### config.mk
export PLATFORM = sky130hd
export DESIGN_NAME = nnrv_id_pipe
export DESIGN_NICKNAME = d
export VERILOG_FILES = /design/src/rtl/nnrv_pkg.sv /design/src/rtl/nnrv_imm_gen.sv /design/src/rtl/nnrv_id_pipe.sv
export SDC_FILE = /design/constraint.sdc
export NUM_CORES = 1
export LEC_CHECK = 0
export ABC_CLOCK_PERIOD_IN_PS = 2000
export BUFFER_PORTS_ARGS = -buffer_cell sky130_fd_sc_hd__buf_2
export CORE_AREA = 2 2 128 130
export CTS_CLUSTER_DIAMETER = 200
export DETAILED_ROUTE_END_ITERATION = 8
export DIE_AREA = 0 0 130 132
export GPL_ROUTABILITY_DRIVEN = 1
export PLACE_DENSITY = 0.76
export SLEW_MARGIN = 30
export SYNTH_ARGS = -nofsm -noshare
export SYNTH_HDL_FRONTEND = slang
export SYNTH_SLANG_ARGS = --single-unit
export TNS_END_PERCENT = 1
### constraint.sdc
create_clock -name i_clk -period 2 [get_ports i_clk]
set_clock_uncertainty 0.1 [all_clocks]
set_input_delay 0.1 -clock i_clk [delete_from_list [all_inputs] [get_ports i_clk]]
set_output_delay 0.1 -clock i_clk [all_outputs]
set_load 0.01 [all_outputs]
### src/rtl/nnrv_pkg.sv
// Shared decode constants for the nnrv instruction-decode stage.
// Holds opcode, funct3 and funct7 codes, the exec-type and class encodings,
// the packed control payload, and the funct3 legality helpers.
package nnrv_pkg;

    localparam int unsigned ETYPE_W = 5;
    localparam int unsigned REG_W   = 5;

    localparam logic [6:0] OPC_LOAD     = 7'b0000011;
    localparam logic [6:0] OPC_MISC_MEM = 7'b0001111;
    localparam logic [6:0] OPC_OP_IMM   = 7'b0010011;
    localparam logic [6:0] OPC_AUIPC    = 7'b0010111;
    localparam logic [6:0] OPC_STORE    = 7'b0100011;
    localparam logic [6:0] OPC_OP       = 7'b0110011;
    localparam logic [6:0] OPC_LUI      = 7'b0110111;
    localparam logic [6:0] OPC_BRANCH   = 7'b1100011;
    localparam logic [6:0] OPC_JALR     = 7'b1100111;
    localparam logic [6:0] OPC_JAL      = 7'b1101111;
    localparam logic [6:0] OPC_SYSTEM   = 7'b1110011;

    localparam logic [2:0] F3_ADD  = 3'b000;
    localparam logic [2:0] F3_SLL  = 3'b001;
    localparam logic [2:0] F3_SLT  = 3'b010;
    localparam logic [2:0] F3_SLTU = 3'b011;
    localparam logic [2:0] F3_XOR  = 3'b100;
    localparam logic [2:0] F3_SR   = 3'b101;
    localparam logic [2:0] F3_OR   = 3'b110;
    localparam logic [2:0] F3_AND  = 3'b111;

    localparam logic [6:0] F7_BASE   = 7'h00;
    localparam logic [6:0] F7_ALT    = 7'h20;
    localparam logic [6:0] F7_MULDIV = 7'h01;

    localparam logic [ETYPE_W-1:0] TYPE_NONE = 5'd0;
    localparam logic [ETYPE_W-1:0] TYPE_ADD  = 5'd1;
    localparam logic [ETYPE_W-1:0] TYPE_SUB  = 5'd2;
    localparam logic [ETYPE_W-1:0] TYPE_SLT  = 5'd3;
    localparam logic [ETYPE_W-1:0] TYPE_SLTU = 5'd4;
    localparam logic [ETYPE_W-1:0] TYPE_XOR  = 5'd5;
    localparam logic [ETYPE_W-1:0] TYPE_OR   = 5'd6;
    localparam logic [ETYPE_W-1:0] TYPE_AND  = 5'd7;
    localparam logic [ETYPE_W-1:0] TYPE_SLL  = 5'd8;
    localparam logic [ETYPE_W-1:0] TYPE_SRL  = 5'd9;
    localparam logic [ETYPE_W-1:0] TYPE_SRA  = 5'd10;
    // MUL..REMU occupy TYPE_MUL + funct3 (11..18)
    localparam logic [ETYPE_W-1:0] TYPE_MUL  = 5'd11;

    typedef enum logic [2:0] {
        CLS_ALU  = 3'd0,
        CLS_BR   = 3'd1,
        CLS_JAL  = 3'd2,
        CLS_JALR = 3'd3,
        CLS_LD   = 3'd4,
        CLS_ST   = 3'd5,
        CLS_SYS  = 3'd6
    } cls_e;

    typedef struct packed {
        logic [ETYPE_W-1:0] etype;
        cls_e               cls;
        logic [2:0]         funct3;
        logic [REG_W-1:0]   rd;
        logic               rd_we;
        logic               illegal;
    } dec_ctrl_t;

    // Base ALU op from funct3; alt selects SUB/SRA.
    function automatic logic [ETYPE_W-1:0] alu_type(input logic [2:0] f3, input logic alt);
        logic [ETYPE_W-1:0] t;
        case (f3)
            F3_ADD:  t = alt ? TYPE_SUB : TYPE_ADD;
            F3_SLL:  t = TYPE_SLL;
            F3_SLT:  t = TYPE_SLT;
            F3_SLTU: t = TYPE_SLTU;
            F3_XOR:  t = TYPE_XOR;
            F3_SR:   t = alt ? TYPE_SRA : TYPE_SRL;
            F3_OR:   t = TYPE_OR;
            default: t = TYPE_AND;
        endcase
        return t;
    endfunction

    function automatic logic load_f3_ok(input logic [2:0] f3);
        return (f3 == 3'b000) || (f3 == 3'b001) || (f3 == 3'b010) ||
               (f3 == 3'b100) || (f3 == 3'b101);
    endfunction

    function automatic logic store_f3_ok(input logic [2:0] f3);
        return (f3 == 3'b000) || (f3 == 3'b001) || (f3 == 3'b010);
    endfunction

    function automatic logic branch_f3_ok(input logic [2:0] f3);
        return (f3 != 3'b010) && (f3 != 3'b011);
    endfunction

endpackage

### src/rtl/nnrv_imm_gen.sv
// Combinational RISC-V immediate generator: I/S/B/U/J forms, sign-extended
// from instr[31] to XLEN.
// Ports: i_instr (instruction word) -> o_imm_i/s/b/u/j.
module nnrv_imm_gen #(
    parameter int unsigned XLEN        = 32,
    parameter int unsigned INSTR_WIDTH = 32
) (
    input  logic [INSTR_WIDTH-1:0] i_instr,
    output logic [XLEN-1:0]        o_imm_i,
    output logic [XLEN-1:0]        o_imm_s,
    output logic [XLEN-1:0]        o_imm_b,
    output logic [XLEN-1:0]        o_imm_u,
    output logic [XLEN-1:0]        o_imm_j
);
    logic signed [11:0] imm_i_raw;
    logic signed [11:0] imm_s_raw;
    logic signed [12:0] imm_b_raw;
    logic signed [31:0] imm_u_raw;
    logic signed [20:0] imm_j_raw;
    logic               unused_opcode;

    assign imm_i_raw = i_instr[31:20];
    assign imm_s_raw = {i_instr[31:25], i_instr[11:7]};
    assign imm_b_raw = {i_instr[31], i_instr[7], i_instr[30:25], i_instr[11:8], 1'b0};
    assign imm_u_raw = {i_instr[31:12], 12'b0};
    assign imm_j_raw = {i_instr[31], i_instr[19:12], i_instr[20], i_instr[30:21], 1'b0};

    // Size casts of signed values sign-extend
    assign o_imm_i = XLEN'(imm_i_raw);
    assign o_imm_s = XLEN'(imm_s_raw);
    assign o_imm_b = XLEN'(imm_b_raw);
    assign o_imm_u = XLEN'(imm_u_raw);
    assign o_imm_j = XLEN'(imm_j_raw);

    assign unused_opcode = ^i_instr[6:0];
endmodule

### src/rtl/nnrv_id_pipe.sv
// nnrv instruction-decode pipeline stage: accepts an instruction from fetch,
// reads rs1/rs2 combinationally, and registers operands, immediate, PC and
// control for execute behind a valid/ready handshake (1-cycle latency).
// Ports: i_clk/i_rst_n; fetch i_if_*/o_if_ready; flush i_flush;
// regfile o_reg_r1/r2, i_reg_r1/r2_reg; execute o_exec_*/i_exec_ready.
// Optional: define NNRV_M_EXT_EN to decode the M extension (funct7=0x01).
module nnrv_id_pipe
    import nnrv_pkg::*;
#(
    parameter int unsigned XLEN        = 32,
    parameter int unsigned INSTR_WIDTH = 32,
    parameter int unsigned TYPE_W      = 5
) (
    input  logic                   i_clk,
    input  logic                   i_rst_n,
    input  logic                   i_if_valid,
    output logic                   o_if_ready,
    input  logic [INSTR_WIDTH-1:0] i_if_instr,
    input  logic [XLEN-1:0]        i_if_pc,
    input  logic                   i_flush,
    output logic [4:0]             o_reg_r1,
    output logic [4:0]             o_reg_r2,
    input  logic [XLEN-1:0]        i_reg_r1_reg,
    input  logic [XLEN-1:0]        i_reg_r2_reg,
    output logic                   o_exec_valid,
    input  logic                   i_exec_ready,
    output logic [XLEN-1:0]        o_exec_op1,
    output logic [XLEN-1:0]        o_exec_op2,
    output logic [XLEN-1:0]        o_exec_imm,
    output logic [XLEN-1:0]        o_exec_pc,
    output logic [TYPE_W-1:0]      o_exec_type,
    output logic [2:0]             o_exec_cls,
    output logic [2:0]             o_exec_funct3,
    output logic [4:0]             o_exec_rd,
    output logic                   o_exec_rd_we,
    output logic                   o_exec_illegal
);
    logic [6:0] opcode;
    logic [2:0] funct3;
    logic [6:0] funct7;
    logic [XLEN-1:0] imm_i, imm_s, imm_b, imm_u, imm_j;

    logic            valid_q, valid_d;
    logic [XLEN-1:0] op1_q, op1_d, op2_q, op2_d, imm_q, imm_d, pc_q, pc_d;
    dec_ctrl_t       ctrl_q, ctrl_d;

    logic            transfer_c;
    logic            rd_we_ok;
    logic [XLEN-1:0] op1_dec, op2_dec, imm_dec;
    dec_ctrl_t       ctrl_dec;

    assign opcode   = i_if_instr[6:0];
    assign funct3   = i_if_instr[14:12];
    assign funct7   = i_if_instr[31:25];
    assign o_reg_r1 = i_if_instr[19:15];
    assign o_reg_r2 = i_if_instr[24:20];

    nnrv_imm_gen #(.XLEN(XLEN), .INSTR_WIDTH(INSTR_WIDTH)) u_imm_gen (
        .i_instr (i_if_instr),
        .o_imm_i (imm_i),
        .o_imm_s (imm_s),
        .o_imm_b (imm_b),
        .o_imm_u (imm_u),
        .o_imm_j (imm_j)
    );

    // Decode the incoming instruction into operands, immediate and control
    always_comb begin
        op1_dec         = '0;
        op2_dec         = '0;
        imm_dec         = '0;
        ctrl_dec        = '0;
        ctrl_dec.funct3 = funct3;
        ctrl_dec.rd     = i_if_instr[11:7];
        ctrl_dec.etype  = TYPE_ADD;
        ctrl_dec.cls    = CLS_ALU;
        rd_we_ok        = 1'b1;
        case (opcode)
            OPC_OP: begin
                op1_dec = i_reg_r1_reg;
                op2_dec = i_reg_r2_reg;
                if (funct7 == F7_MULDIV) begin
`ifdef NNRV_M_EXT_EN
                    ctrl_dec.etype = TYPE_MUL + ETYPE_W'(funct3);
`else
                    ctrl_dec.etype   = alu_type(funct3, 1'b0);
                    ctrl_dec.illegal = 1'b1;
`endif
                end else begin
                    ctrl_dec.etype   = alu_type(funct3, (funct7 == F7_ALT) &&
                                                ((funct3 == F3_ADD) || (funct3 == F3_SR)));
                    ctrl_dec.illegal = (funct7 != F7_BASE) && (funct7 != F7_ALT);
                end
            end
            OPC_OP_IMM: begin
                op1_dec        = i_reg_r1_reg;
                op2_dec        = imm_i;
                imm_dec        = imm_i;
                ctrl_dec.etype = alu_type(funct3, (funct3 == F3_SR) && i_if_instr[30]);
                // Shift amounts share the funct7 field; only 0x00/0x20 are encodings
                if ((funct3 == F3_SLL) || (funct3 == F3_SR)) begin
                    ctrl_dec.illegal = (funct7 != F7_BASE) && (funct7 != F7_ALT);
                end
            end
            OPC_LOAD: begin
                op1_dec          = i_reg_r1_reg;
                op2_dec          = imm_i;
                imm_dec          = imm_i;
                ctrl_dec.cls     = CLS_LD;
                ctrl_dec.illegal = !load_f3_ok(funct3);
            end
            OPC_STORE: begin
                op1_dec          = i_reg_r1_reg;
                op2_dec          = i_reg_r2_reg;
                imm_dec          = imm_s;
                ctrl_dec.cls     = CLS_ST;
                ctrl_dec.illegal = !store_f3_ok(funct3);
                rd_we_ok         = 1'b0;
            end
            OPC_BRANCH: begin
                op1_dec          = i_reg_r1_reg;
                op2_dec          = i_reg_r2_reg;
                imm_dec          = imm_b;
                ctrl_dec.etype   = TYPE_NONE;
                ctrl_dec.cls     = CLS_BR;
                ctrl_dec.illegal = !branch_f3_ok(funct3);
                rd_we_ok         = 1'b0;
            end
            OPC_JAL: begin
                op1_dec      = i_if_pc;
                op2_dec      = XLEN'(4);
                imm_dec      = imm_j;
                ctrl_dec.cls = CLS_JAL;
            end
            OPC_JALR: begin
                op1_dec          = i_reg_r1_reg;
                op2_dec          = imm_i;
                imm_dec          = imm_i;
                ctrl_dec.cls     = CLS_JALR;
                ctrl_dec.illegal = (funct3 != 3'b000);
            end
            OPC_LUI: begin
                op2_dec = imm_u;
                imm_dec = imm_u;
            end
            OPC_AUIPC: begin
                op1_dec = i_if_pc;
                op2_dec = imm_u;
                imm_dec = imm_u;
            end
            OPC_MISC_MEM, OPC_SYSTEM: begin
                op1_dec        = i_reg_r1_reg;
                imm_dec        = imm_i;
                ctrl_dec.etype = TYPE_NONE;
                ctrl_dec.cls   = CLS_SYS;
                rd_we_ok       = 1'b0;
            end
            default: begin
                ctrl_dec.etype   = TYPE_NONE;
                ctrl_dec.cls     = CLS_SYS;
                ctrl_dec.illegal = 1'b1;
            end
        endcase
        ctrl_dec.rd_we = rd_we_ok && (ctrl_dec.rd != 5'd0) && !ctrl_dec.illegal;
    end

    assign o_if_ready = !valid_q || i_exec_ready;
    assign transfer_c = i_if_valid && o_if_ready;

    // Handshake: flush wins, then capture on transfer, then drain on ready
    always_comb begin
        valid_d = valid_q;
        op1_d   = op1_q;
        op2_d   = op2_q;
        imm_d   = imm_q;
        pc_d    = pc_q;
        ctrl_d  = ctrl_q;
        if (i_flush) begin
            valid_d = 1'b0;
        end else if (transfer_c) begin
            valid_d = 1'b1;
            op1_d   = op1_dec;
            op2_d   = op2_dec;
            imm_d   = imm_dec;
            pc_d    = i_if_pc;
            ctrl_d  = ctrl_dec;
        end else if (i_exec_ready) begin
            valid_d = 1'b0;
        end
    end

    always_ff @(posedge i_clk or negedge i_rst_n) begin
        if (!i_rst_n) begin
            valid_q <= 1'b0;
            op1_q   <= '0;
            op2_q   <= '0;
            imm_q   <= '0;
            pc_q    <= '0;
            ctrl_q  <= '0;
        end else begin
            valid_q <= valid_d;
            op1_q   <= op1_d;
            op2_q   <= op2_d;
            imm_q   <= imm_d;
            pc_q    <= pc_d;
            ctrl_q  <= ctrl_d;
        end
    end

    assign o_exec_valid   = valid_q;
    assign o_exec_op1     = op1_q;
    assign o_exec_op2     = op2_q;
    assign o_exec_imm     = imm_q;
    assign o_exec_pc      = pc_q;
    assign o_exec_type    = TYPE_W'(ctrl_q.etype);
    assign o_exec_cls     = ctrl_q.cls;
    assign o_exec_funct3  = ctrl_q.funct3;
    assign o_exec_rd      = ctrl_q.rd;
    assign o_exec_rd_we   = ctrl_q.rd_we;
    assign o_exec_illegal = ctrl_q.illegal;
endmodule

==> results by group <==
Outcome
  • Status: complete, no violations

Flow run
  • Max Cap Viol: 0

Power and ir drop
  • VDD IR max: 0.571 mV
  • Total power draw: 7790 µW
  • Leakage power: 0.00553 µW
  • Pwr per Cell Area: 748 nW/µm²

Die
  • Core area: 15700 µm²
  • # IOs: 291
  • Die area: 17200 µm²
  • Horiz. Die Dim: 130 µm
  • Die height: 132 µm
  • Site row count: 46
  • Initial core utilization: 0.427

Place
  • IO Port Bufs: 289
  • GP Congestion: 0.958
  • Final HPWL DP: 16200 µm
  • Post-Place Cell Area: 8610 µm²
  • DP Cell Count: 1167

Setup path
  • Worst r2r path cells: 6
  • WS Path Type: flip-flop to flip-flop
  • Critical Path AT: 2.12 ns
  • Crit Path Max Fanout: 3
  • Worst reg-to-reg setup slack: 0.10 ns
  • Critical Path RT: 2.22 ns
  • Startpoint Class: flip-flop
  • Setup crit end kind: flip-flop
  • Reg2reg start: o_exec_valid
  • Worst r2r dst: o_exec_rd_we

Clock tree
  • Worst-path clk slew: 0.06 ns
  • CTS tree: done
  • Post CTS Setup Buffer Count: 0
  • Clock Path Buffers: 2
  • Clk root buf: clkbuf_16
  • Sink Count: 146
  • Cts bufs inserted: 17
  • H-tree lvl count: 4
  • Clk Latency, worst-skew pair: 0.41 ns

Timing
  • Min Tclk post-route: 1.90 ns
  • Post-route clock period utilization: 0.948
  • Slew Limit Fails: 0
  • Final sum of negative setup slack: 0 ns
  • Final setup viols: 0
  • Worst slew pin tran: 0.755 ns
  • RSZ-0062 raised after global routing: yes
  • Final hold vios: 0
  • Max-slew headroom: 0.491
  • Max Clock Freq: 528 MHz

Cells and area
  • Area of the multi-input gates: 2760 µm²
  • Non-Filler Instances: 1317
  • Most frequent cells in the layout: buf_2 (288), nand2_1 (165), dfrtp_1 (146)
  • Final Core Density: 0.663
  • Share of cells above drive strength 1: 0.354
  • Storage element area: 3650 µm²
  • Antenna diode count: 0
  • Commonest non-fill, non-tap cell in the layout: buf_2
  • Fin nets: 1221
  • Filler instances: 1217
  • Layout area overhead: 55.3%
  • Final Instance Area: 10400 µm²

Logic synthesis
  • Predominant post-synthesis flop cell: dfrtp_1
  • Syn_area_per_cell: 9.83 µm²
  • Mapped Nets: 815
  • Synth unique cells: 57
  • Cell taking the most area after synthesis: dfrtp_1
  • Yosys warnings: 0
  • Sequential cell area fraction in the yosys report: 0.545
  • Yosys top cell area share: 0.545
  • EDFF count, synth: 0
  • #FFs+latches synth: 146
  • Largest cells by area after synthesis: dfrtp_1 (55%), nand2_1 (9.2%), a221o_1 (6.0%)
  • Area of the mapped netlist: 6700 µm²
  • Synth Instances: 682
  • Asr flop ratio synth: 1.00

GRT
  • Most Crowded Layer GR: met2
  • Antenna violations before repair: 0
  • Gr usage total: 0.298
  • Met3 Usage GRT: 0.0816
  • Largest net degree at the start of global routing: 98
  • GR Util met2: 0.495
  • Met1 Track Usage GR: 0.371
  • First-pass GRT wire length: 39800 µm
  • Overflow after GRT: 0
  • Vias in the first global route: 7357

Route
  • Via count: 7334
  • Post-Route WL: 25900 µm
  • DR WL/cell: 19.7 µm
  • Vias per cell: 5.57
  • Antenna-violating nets left: 0
  • Iter 0 DRT Violations: 475
  • DR pass1 iterations: 5
  • # DRC: 0

Hold path
  • Type of the most critical hold path: input port to flip-flop
  • Hold Path Depth: 3
  • HP Start: i_if_instr[28]
  • Hold Path Sink: o_exec_op2[28]
==> stage by stage <==
step	worst slack (ns)	hold slack, ns
2_1_floorplan	0.0165	-0.296
3_3_place_gp	-0.0961	-0.0768
3_5_place_dp	-0.136	-0.0788
4_1_cts	0.0764	0.00197
5_1_grt	-0.0268	0.0132
6_report	0.105	0.00808
==> report_power, final <==
group          total, µW  switching (µW)  internal (µW)
combinational       1300             708            592
sequential          3260             113           3140
clock               3230            1340           1890
total               7790            2160           5630
==> routing by layer <==
layer	vias up	wire length (µm)
met1	3541	9990
li1	3273	-
met2	450	12500
met5	-	0
met3	70	2540
met4	0	818
==> sequential cells by signal (all words and copies together), names as in the netlist, 3 cells and up <==
register	flops
o_exec_funct3	3
o_exec_op1	32
o_exec_rd	5
o_exec_type	4
o_exec_imm	32
o_exec_op2	32
o_exec_pc	32
o_exec_cls	3
==> worst max path at each step <==
stage	from	to	slack [ns]	depth (start not counted)
6_report	o_exec_valid	o_exec_rd_we	0.10	6
5_1_grt	o_exec_valid	o_exec_rd_we	-0.03	6
4_1_cts	o_exec_valid	o_exec_op2[25]	0.08	7
3_5_place_dp	i_if_instr[5]	o_exec_imm[13]	-0.14	7
3_3_place_gp	i_if_instr[2]	o_exec_imm[23]	-0.1	6
2_1_floorplan	o_exec_valid	o_exec_funct3[0]	0.02	7
==> cell type report <==
cell class | count | share of cell area
Clock buffer | 19 | 0.0425
Clock inverter | 13 | 0.0142
Inverter | 5 | 0.00180
Multi-Input combinational cell | 462 | 0.265
Sequential cell | 146 | 0.351
Tap cell | 216 | 0.0260
Timing Repair Buffer | 456 | 0.300
==> cell usage after synthesis (4+ instances only) <==
| master | number |
|---|---|
| buf_4 | 12 |
| a21oi_1 | 13 |
| a221oi_1 | 24 |
| nor2b_1 | 6 |
| nand2_1 | 165 |
| o21ai_1 | 4 |
| clkbuf_1 | 42 |
| nor3_1 | 7 |
| a22o_1 | 5 |
| o21ai_0 | 40 |
| buf_2 | 13 |
| inv_1 | 5 |
| a22oi_1 | 13 |
| o21a_1 | 5 |
| nand3_1 | 8 |
| a211o_1 | 11 |
| a221o_1 | 40 |
| and3_1 | 42 |
| nor2_1 | 22 |
| dfrtp_1 | 146 |
| o22ai_1 | 4 |
| or2_2 | 4 |
==> timing repair <==
item,in CTS,in global routing
hold buffers,118,0
gates cloned,0,0
endpoints found under the setup margin,11,15
endpoints found under the hold margin,266,0
gates resized for setup,3,2
==> critical path: stages, from the launching register on <==
cell and delay [ns]:
dfrtp_1 0.37, nor2b_2 0.18, nor3b_4 0.20, buf_4 0.16, o311ai_1 0.10, or4_1 0.44, o31ai_1 0.26
==> cell families after synthesis <==
logic type | Yosys count | share of synthesized area
AND/OR/NAND/NOR | 277 | 0.193
AO/OA/AOI/OAI | 183 | 0.208
multiplexers | 1 | 0.00168
flip-flops | 146 | 0.545
other | 1 | 0.000559
buffers and inverters | 74 | 0.0517
Power figures use the tool's default switching activity.
